`config.mk`:
```
export PLATFORM = sky130hd
export DESIGN_NAME = stack_access_controller_flat
export DESIGN_NICKNAME = d
export VERILOG_FILES = /design/src/rtl/stack_ctrl_pkg.sv /design/src/rtl/stack_access_controller_if.sv /design/src/rtl/stack_access_controller.sv /design/src/flat_wrapper.sv
export SDC_FILE = /design/constraint.sdc
export NUM_CORES = 1
export LEC_CHECK = 0
export BUFFER_PORTS_ARGS = -buffer_cell sky130_fd_sc_hd__buf_4
export CORE_ASPECT_RATIO = 0.9
export CORE_MARGIN = 1.5
export CORE_UTILIZATION = 40
export DETAILED_ROUTE_END_ITERATION = 8
export PLACE_DENSITY = 0.79
export SYNTH_ARGS = -nofsm -noshare
export SYNTH_HDL_FRONTEND = slang
export SYNTH_SLANG_ARGS = --single-unit
```
`constraint.sdc`:
```
create_clock -name Clock -period 2.7 [get_ports Clock]
set_clock_uncertainty 0.05 [all_clocks]
set_input_delay 0.405 -clock Clock [delete_from_list [all_inputs] [get_ports Clock]]
set_output_delay 0.405 -clock Clock [all_outputs]
set_load 0.02 [all_outputs]
```
`src/rtl/stack_ctrl_pkg.sv`:
```
// Shared opcodes, controller states and default geometry for the stack access controller.
package stack_ctrl_pkg;

  localparam int unsigned DEFAULT_DEPTH = 200;

  localparam logic [1:0] OP_CLEAR = 2'b00;
  localparam logic [1:0] OP_PUSH  = 2'b01;
  localparam logic [1:0] OP_POP   = 2'b10;
  localparam logic [1:0] OP_PEEK  = 2'b11;

  typedef enum logic [1:0] {
    IDLE,
    WRITE,
    RDWAIT,
    RESP
  } state_e;

endpackage

```
`src/rtl/stack_access_controller_if.sv`:
```
// Core request/response handshake plus the memory-side stack port, bundled as one bus.
interface stack_access_controller_if #(
  parameter int unsigned SP_W = 8
);

  logic            OpValid;
  logic [1:0]      OpCode;
  logic [31:0]     OpData;
  logic            OpReady;
  logic            ResultValid;
  logic [31:0]     ResultData;
  logic            Fault;
  logic [SP_W-1:0] StackPtr;
  logic [31:0]     MemAddr;
  logic [31:0]     MemDataIn;
  logic            MemWrite;
  logic            MemUseStk;
  logic [31:0]     MemDataOut;

  // Environment side: the core issuing operations and the memory returning read data.
  modport master (
    output OpValid, OpCode, OpData, MemDataOut,
    input  OpReady, ResultValid, ResultData, Fault, StackPtr,
           MemAddr, MemDataIn, MemWrite, MemUseStk
  );

  modport slave (
    input  OpValid, OpCode, OpData, MemDataOut,
    output OpReady, ResultValid, ResultData, Fault, StackPtr,
           MemAddr, MemDataIn, MemWrite, MemUseStk
  );

endinterface

```
`src/rtl/stack_access_controller.sv`:
```
// Owns the stack pointer and sequences push/pop/peek/clear onto the memory's stack port.
// Every output is a register; the two comb processes compute next state and next register values.
module stack_access_controller
  import stack_ctrl_pkg::*;
#(
  parameter int unsigned DEPTH    = DEFAULT_DEPTH,
  parameter int unsigned READ_LAT = 1,
  parameter int unsigned SP_W     = 8
) (
  input logic                      Clock,
  input logic                      Reset,
  stack_access_controller_if.slave bus
);

  localparam int unsigned CNT_W = (READ_LAT < 1) ? 1 : $clog2(READ_LAT + 1);
  localparam logic [SP_W-1:0] DEPTH_SP = SP_W'(DEPTH);

  state_e           state, stateNxt;
  logic [SP_W-1:0]  sp, spNxt;
  logic [CNT_W-1:0] cnt, cntNxt;
  logic             isPop, isPopNxt;
  logic             opReady, opReadyNxt;
  logic             resultValid, resultValidNxt;
  logic [31:0]      resultData, resultDataNxt;
  logic             fault, faultNxt;
  logic [31:0]      memAddr, memAddrNxt;
  logic [31:0]      memDataIn, memDataInNxt;
  logic             memWrite, memWriteNxt;
  logic             memUseStk, memUseStkNxt;
  logic             accept;

  assign accept = bus.OpValid && opReady;

  always_ff @(posedge Clock) begin
    if (!Reset) begin
      state       <= IDLE;
      sp          <= '0;
      cnt         <= '0;
      isPop       <= 1'b0;
      opReady     <= 1'b1;
      resultValid <= 1'b0;
      resultData  <= '0;
      fault       <= 1'b0;
      memAddr     <= '0;
      memDataIn   <= '0;
      memWrite    <= 1'b0;
      memUseStk   <= 1'b0;
    end else begin
      state       <= stateNxt;
      sp          <= spNxt;
      cnt         <= cntNxt;
      isPop       <= isPopNxt;
      opReady     <= opReadyNxt;
      resultValid <= resultValidNxt;
      resultData  <= resultDataNxt;
      fault       <= faultNxt;
      memAddr     <= memAddrNxt;
      memDataIn   <= memDataInNxt;
      memWrite    <= memWriteNxt;
      memUseStk   <= memUseStkNxt;
    end
  end

  always_comb begin
    stateNxt = state;
    case (state)
      IDLE: begin
        if (accept) begin
          case (bus.OpCode)
            OP_PUSH:          stateNxt = (sp < DEPTH_SP) ? WRITE : RESP;
            OP_POP, OP_PEEK:  stateNxt = (sp != '0) ? RDWAIT : RESP;
            default:          stateNxt = RESP;
          endcase
        end
      end
      WRITE:   stateNxt = RESP;
      RDWAIT:  stateNxt = (cnt == '0) ? RESP : RDWAIT;
      RESP:    stateNxt = IDLE;
      default: stateNxt = IDLE;
    endcase
  end

  always_comb begin
    spNxt          = sp;
    cntNxt         = cnt;
    isPopNxt       = isPop;
    opReadyNxt     = opReady;
    resultValidNxt = 1'b0;
    resultDataNxt  = resultData;
    faultNxt       = fault;
    memAddrNxt     = memAddr;
    memDataInNxt   = memDataIn;
    memWriteNxt    = memWrite;
    memUseStkNxt   = memUseStk;
    case (state)
      IDLE: begin
        if (accept) begin
          opReadyNxt    = 1'b0;
          faultNxt      = 1'b0;
          resultDataNxt = '0;
          case (bus.OpCode)
            OP_PUSH: begin
              if (sp < DEPTH_SP) begin
                memAddrNxt   = 32'(sp);
                memDataInNxt = bus.OpData;
                memUseStkNxt = 1'b1;
                memWriteNxt  = 1'b1;
              end else begin
                faultNxt       = 1'b1;
                resultValidNxt = 1'b1;
              end
            end
            OP_POP, OP_PEEK: begin
              if (sp != '0) begin
                memAddrNxt   = 32'(sp - SP_W'(1));
                memUseStkNxt = 1'b1;
                memWriteNxt  = 1'b0;
                cntNxt       = CNT_W'(READ_LAT);
                isPopNxt     = (bus.OpCode == OP_POP);
              end else begin
                faultNxt       = 1'b1;
                resultValidNxt = 1'b1;
              end
            end
            default: begin
              spNxt          = '0;
              resultValidNxt = 1'b1;
            end
          endcase
        end
      end
      WRITE: begin
        memWriteNxt    = 1'b0;
        spNxt          = sp + SP_W'(1);
        resultValidNxt = 1'b1;
      end
      RDWAIT: begin
        if (cnt == '0) begin
          resultDataNxt  = bus.MemDataOut;
          resultValidNxt = 1'b1;
          if (isPop) spNxt = sp - SP_W'(1);
        end else begin
          cntNxt = cnt - CNT_W'(1);
        end
      end
      RESP: begin
        memUseStkNxt = 1'b0;
        faultNxt     = 1'b0;
        opReadyNxt   = 1'b1;
      end
      default: ;
    endcase
  end

  assign bus.OpReady     = opReady;
  assign bus.ResultValid = resultValid;
  assign bus.ResultData  = resultData;
  assign bus.Fault       = fault;
  assign bus.StackPtr    = sp;
  assign bus.MemAddr     = memAddr;
  assign bus.MemDataIn   = memDataIn;
  assign bus.MemWrite    = memWrite;
  assign bus.MemUseStk   = memUseStk;

endmodule
```
`src/flat_wrapper.sv`:
```
// flat-port wrapper written by rule: the top's interface ports become plain ports
module stack_access_controller_flat import stack_ctrl_pkg::*;
#(
  parameter int unsigned DEPTH    = DEFAULT_DEPTH,
  parameter int unsigned READ_LAT = 1,
  parameter int unsigned SP_W     = 8
)
  (Clock, Reset, bus_OpValid, bus_OpCode, bus_OpData, bus_MemDataOut, bus_OpReady, bus_ResultValid, bus_ResultData, bus_Fault, bus_StackPtr, bus_MemAddr, bus_MemDataIn, bus_MemWrite, bus_MemUseStk);
  stack_access_controller_if #(.SP_W(SP_W)) bus_i ();
  input logic Clock;
  input logic Reset;
  input wire logic [$bits(bus_i.OpValid)-1:0] bus_OpValid;
  input wire logic [$bits(bus_i.OpCode)-1:0] bus_OpCode;
  input wire logic [$bits(bus_i.OpData)-1:0] bus_OpData;
  input wire logic [$bits(bus_i.MemDataOut)-1:0] bus_MemDataOut;
  output wire logic [$bits(bus_i.OpReady)-1:0] bus_OpReady;
  output wire logic [$bits(bus_i.ResultValid)-1:0] bus_ResultValid;
  output wire logic [$bits(bus_i.ResultData)-1:0] bus_ResultData;
  output wire logic [$bits(bus_i.Fault)-1:0] bus_Fault;
  output wire logic [$bits(bus_i.StackPtr)-1:0] bus_StackPtr;
  output wire logic [$bits(bus_i.MemAddr)-1:0] bus_MemAddr;
  output wire logic [$bits(bus_i.MemDataIn)-1:0] bus_MemDataIn;
  output wire logic [$bits(bus_i.MemWrite)-1:0] bus_MemWrite;
  output wire logic [$bits(bus_i.MemUseStk)-1:0] bus_MemUseStk;
  assign bus_i.OpValid = bus_OpValid;
  assign bus_i.OpCode = bus_OpCode;
  assign bus_i.OpData = bus_OpData;
  assign bus_i.MemDataOut = bus_MemDataOut;
  assign bus_OpReady = bus_i.OpReady;
  assign bus_ResultValid = bus_i.ResultValid;
  assign bus_ResultData = bus_i.ResultData;
  assign bus_Fault = bus_i.Fault;
  assign bus_StackPtr = bus_i.StackPtr;
  assign bus_MemAddr = bus_i.MemAddr;
  assign bus_MemDataIn = bus_i.MemDataIn;
  assign bus_MemWrite = bus_i.MemWrite;
  assign bus_MemUseStk = bus_i.MemUseStk;
  stack_access_controller #(.DEPTH(DEPTH), .READ_LAT(READ_LAT), .SP_W(SP_W)) u_core (.Clock(Clock), .Reset(Reset), .bus(bus_i));
endmodule
```
# --- Word level (Yosys, flattened, before mapping) ---
# Cells that the tools add are included.
totals:
  regBits: 113
  in_bits: 69
  out_inout_bits: 109
classes:
  n_reduce_logical: 19
  mux: 41
  n_eq_ne: 17
  n_addsub: 4
  n_lt_le_gt_ge: 1
ops:
  columns: ["op", "n"]
  rows:
  - ["2-to-1 mux 32 bit", 4]
  - ["case mux 32 bit (2 select lines)", 2]
  - ["2-to-1 mux 8 bit", 4]
  - ["case mux 8 bit (3 select lines)", 1]
  - ["AND reduction 5 bit", 4]
  - ["case mux 1 bit (2 select lines)", 9]
  - ["2-to-1 mux 1 bit", 16]
  - ["inequality test 2 x 1 -> 1 bit, second input constant", 6]
  - ["AND reduction 4 bit", 3]
  - ["inequality test 3 x 2 -> 1 bit, second input constant", 3]
  - ["subtractor 8 x 1 -> 9 bit, second input constant", 1]
  - ["adder 8 x 1 -> 8 bit, second input constant", 1]
  - ["equality test 2 bit, second input constant", 4]
  - ["less-than comparator 8 bit, second input constant", 1]
  - ["case mux 2 bit (4 select lines)", 1]
  - ["nonzero test 2 bit", 4]
  - ["nonzero test 8 bit", 1]
  - ["subtractor 8 x 1 -> 8 bit, second input constant", 1]
  - ["equality test 2 x 1 -> 1 bit, second input constant", 2]
  - ["2-to-1 mux 2 bit", 2]
  - ["inequality test 2 bit, second input constant", 2]
  - ["case mux 2 bit (2 select lines)", 1]
  - ["case mux 1 bit (3 select lines)", 1]
  - ["AND reduction 3 bit", 1]
  - ["other kinds (7)", 7]

# --- Depth between registers and ports, before layout ---
depth:
  ltp_word: 5
  ltp_mapped: 9

# --- Least setup slack after synthesis ---
# OpenSTA, ideal clock, no wires.
synth_timing:
  path_kind: "register to register"
  from: "reg u_core.state[0]"
  to: "reg u_core.sp[6], in the netlist u_core.bus.StackPtr[6]"
  t_arrival_ps: 1968
  setup_ps: 116
  path_buffers: 0
  path_slack_ps: 566
  path_stages_with_launch: 9
  period_less_slack_ps: 2134
  t_required_ps: 2534
  cell_sequence: "dfxtp_1 -> inv_1 -> ha_1 -> fa_1 -> a211oi_1 -> o21bai_1 -> a21oi_1 -> mux2i_1 -> a31o_2"
synth_between:
  elab_chain_len: 3
synth_rtl:
  columns: ["item", "line_no", "source"]
  rows:
  - ["start, declared", "stack_access_controller.sv:18", "state_e state, stateNxt;"]
  - ["start signal, assigned", "stack_access_controller.sv:49", "state <= stateNxt;"]
  - ["equality test 2 bit (tied with other cells)", "stack_access_controller.sv:95", "case (state)"]
  - ["inequality test 2 bit (no line) (tied with other cells)", null, null]
  - ["AND reduction 5 bit (no line)", null, null]
  - ["end signal, assigned", "stack_access_controller.sv:50", "sp <= spNxt;"]
  - ["end, declared", "stack_access_controller.sv:19", "logic [SP_W-1:0] sp, spNxt;"]
# Parallel ways exist; a longest one is shown, timed or not.
# A chain may end at the register's enable or synchronous reset.

# --- Worst setup path in the final report ---
layout_timing:
  from: "reg u_core.sp[0], in the netlist u_core.bus.StackPtr[0]"
  to: "reg u_core.memAddr[6], in the netlist u_core.bus.MemAddr[6]"
layout_between:
  elab_chain_len: 3
layout_rtl:
  columns: ["item", "line_no", "source"]
  rows:
  - ["subtractor 8 x 1 -> 9 bit (tied with other cells)", "stack_access_controller.sv:115", "memAddrNxt = 32'(sp - SP_W'(1));"]
  - ["2-to-1 mux 32 bit / inequality test 2 x 1 -> 1 bit (equally long branches)", null, null]
  - ["case mux 32 bit (2 select lines) / AND reduction 5 bit (equally long branches)", null, null]
  - ["end signal, assigned", "stack_access_controller.sv:57", "memAddr <= memAddrNxt;"]
  - ["end, declared", "stack_access_controller.sv:26", "logic [31:0] memAddr, memAddrNxt;"]
# Parallel ways exist; a longest one is shown, timed or not. The select of a mux whose other input is x is not followed.

==> summary.md <==
| Metric | Value |
|---|---|
| Status | complete, no violations |
| Final setup vio count | 0 |
| Worst EP required | 2.88 ns |
| Clock slew at reported path FFs | 0.06 ns |
| Dpl cell area | 5320 µm² |
| Detailed placement HPWL | 7670 µm |
| Distinct cell type count after synthesis | 53 |
| First-pass GRT wire length | 16900 µm |
| Delay of the slowest critical-path stage | around 0.54 ns |
| Area delta synth->final | 37.9% |
| Crit path arrival time | 2.60 ns |
| Clk buf depth | 2 |
| Worst hold start | bus_OpCode[0] |
| Top-area cell type share of the netlist area | 44.0% |
| CTS root buf | clkbuf_16 |
| Initial antenna violation count | 0 |
| Cts hold-fix bufs | 0 |
| Post-synthesis register bit count | 90 |
| Async SR Flop Fraction | 0% |
| RR Startpoint | u_core.bus.StackPtr[0] |
| Routed len/inst | around 14 µm |
| Worst-Margin Slew | 0.691 ns |
| Worst skew pair latency | 0.32 ns |
| Vias | 3953 |
| FF/Latch Area | 1800 µm² |
| Syn nets | 580 |
| Yosys warns | 0 |
| Die width | ~110 µm |
| CP max FO | 16 |
| Worst path cell trace | inv_1 > ha_1 > nor4b_1 > a21boi_1 > o21a_1 > nor2_1 > a211oi_1 |
| Largest net degree at the start of global routing | 55 |
| # rows | 34 |
| Share of cells above drive strength 1 | 33.2% |
| Most frequent cell after synthesis | nand2_1 |
| Fillcell total | approximately 900 |
| Hold Fails Final Rpt | 0 |
| Critical path class | register to register |
| Nets@finish | 722 |
| Detailed-route DRC error count | 0 |
| Maxcap violations | 0 |
| Reg2reg path depth | 7 |
| Syn Inst Count | 499 |
| Final Core Density | 57.4% |
| Leak pwr | around 0.0024 µW |
| CTS tree | done |
| Placed cells | 756 |
| Post-synth EDFFs | 0 |
| Maximum VDD drop | 455 µV |
| Num CTS Buffers | 9 |
| Full die area | 10800 µm² |
| Min Clock Period, post-route | roughly 2.4 ns |
| Multi-input logic area | 1900 µm² |
| Worst setup SP type | register |
| I/O pin count | 178 |
| Final slew viol count | 0 |
| Dominant synthesized flop cell | dfxtp_1 |
| Yosys top cell by area | dfxtp_1 |
| Unrepaired setup endpoints after global routing | false |
| # H-tree levels | 3 |
| WP buf/inv | 1 |
| GRT Overall Usage | 19.4% |
| Crit path max-delay family | compound AO/OA/AOI/OAI gates |
| Sink Count | 90 |
| Core Region | 9830 µm² |
| Crit. End Element | register |
| DRT iter0 DRCs | 276 |
| Cell Area, Synth | 4090 µm² |
| FF-to-FF End | u_core.bus.MemAddr[6] |
| Vias in the first global route | 3765 |
| Hold Path Sink | u_core.isPop |
| Crit share post-route | 89.4% |
| Antenna cell count | 0 |
| Syn Area/Cell | approximately 8 µm² |
| Worst Hold Depth | 2 |
| Hold WC Path Type | input port to register |
| Routability cong. | 0.907 |
| Slowest library cell on the worst path | dfxtp_1 |
| Rel. slew slack | a little over half |
| Max frequency | 414 MHz |
| Setup TNS | 0 ns |
| Synth top area cells | dfxtp_1 44%, nand2_1 10%, a21oi_1 9.5%, buf_4 4.6%, nand3_1 4.5% |
| Grt total ovfl | 0 |
| Post-Route WL | 10700 µm |
| Sequential share of the synthesized area | 44.0% |
| Finished Cell Area | ~5600 µm² |
| Initial Util | 41.6% |
| Via/cell ratio | 5.13 |
| Final Instance Count excl. Fillers | around 770 |
| Reg-to-reg slack, setup | 0.28 ns |
| Power per cell area | 868 nW/µm² |
| Port Buf Inserts | 177 |
| PostCTS Resize Cnt | 0 |
| Post-route antenna net violation count | 0 |
| Router iterations before antenna repair | 4 |
| Die height | 98.9 µm |
| Total setup buffers inserted after CTS | 0 |
| Synth cell count leaders | 112 x nand2_1, 90 x dfxtp_1, 78 x a21oi_1, 37 x nand3_1, 25 x buf_4 |
==> per-stage QoR <==
stage | worst slack (ns) | power [µW] | hold WS, ns
floorplan | 0.566 | 2960 | 0.429
CTS | 0.254 | 4940 | 0.248
global route | 0.0354 | 5190 | 0.251
finish | 0.285 | 4900 | 0.262
detailed placement | 0.273 | 3600 | 0.394
global placement | 0.315 | 3550 | 0.389
==> worst register-to-register path, stage by stage, from the launching register on <==
cell and delay [ns]:
dfxtp_1 0.54, inv_1 0.11, ha_1 0.24, nor4b_1 0.16, a21boi_1 0.36, o21a_1 0.53
nor2_1 0.09, a211oi_1 0.24
==> cell usage in the layout (no fill, tap or decap), types with 2 or more instances in the layout <==
master,synthesis,layout
o21bai_1,3,3
nand4_1,6,6
bufinv_16,0,2
a31o_2,2,2
o2111ai_1,2,2
and3_1,2,2
a211oi_1,11,11
ha_1,11,11
buf_4,25,188
nand2_1,112,112
nand3_1,37,37
a21o_1,3,3
o21ai_0,5,5
nor3_1,2,2
inv_1,8,7
dfxtp_1,90,90
nand4b_1,2,2
o21a_1,2,2
a211o_1,2,2
nand2b_1,3,3
and2_1,2,2
nor2_1,21,21
nor2b_1,3,3
mux2i_1,3,3
nand3b_1,2,2
xnor2_1,3,3
xor2_1,5,5
a21oi_1,78,78
clkbuf_16,0,9
==> flip-flops by register name, summed over array words and instances, names as in the netlist <==
name,count
u_core.isPop,1
u_core.bus.ResultValid,1
u_core.bus.Fault,1
u_core.cnt,1
u_core.state,2
u_core.bus.MemWrite,1
u_core.bus.MemAddr,9
u_core.bus.OpReady,1
u_core.bus.StackPtr,8
u_core.bus.MemUseStk,1
u_core.bus.MemDataIn,32
u_core.bus.ResultData,32
==> routing by layer <==
layer / vias to the layer above / global-route usage, % / part of all wire, %
met4: 0 / 4.70 / 0.55
li1: 1966 / - / -
met1: 1839 / 22.4 / 42
met3: 5 / 5.16 / 7.2
met2: 143 / 35.1 / 51
met5: - / 0 / 0
==> worst max path at each step <==
stage,slack [ns],start,cells after the start,to
floorplan,0.57,u_core.state[0],8,u_core.bus.StackPtr[6]
global placement,0.31,u_core.bus.StackPtr[0],7,u_core.bus.MemAddr[1]
detailed placement,0.27,u_core.bus.StackPtr[0],7,u_core.bus.MemAddr[6]
CTS,0.25,u_core.bus.StackPtr[0],7,u_core.bus.MemAddr[6]
global route,0.04,u_core.bus.StackPtr[0],7,u_core.bus.MemAddr[6]
finish,0.28,u_core.bus.StackPtr[0],7,u_core.bus.MemAddr[6]
==> report_power, final <==
group / switching (µW) / total [µW] / internal [µW]
Clock: 492 / 1330 / 833
Combinational: 1220 / 1940 / 720
Sequential: 132 / 1630 / 1500
Total: 1850 / 4900 / 3050
==> kinds of logic (layout without fill, tap and decap cells) <==
logic type | count (synthesis) | count (layout) | synth area share [%]
and+or+nand+nor | 199 | 199 | 22.1
xor gates and xnor gates | 8 | 8 | 1.71
buffers and inverters | 66 | 212 | 9.54
muxes | 3 | 3 | 0.734
DFF | 90 | 90 | 44.0
adders and majority gates | 12 | 12 | 3.85
AOI/OAI and AO/OA | 121 | 121 | 18.0
==> area by class of cell <==
| class | count | area share, % |
|---|---|---|
| multi-input combinational | 343 | 33.7 |
| clock buffer | 11 | 4.30 |
| sequential | 90 | 31.9 |
| timing repair buffer | 189 | 25.4 |
| inverter | 8 | 0.532 |
| clock inverter | 4 | 1.35 |
| tap | 126 | 2.79 |
Power figures use the tool's default switching activity.
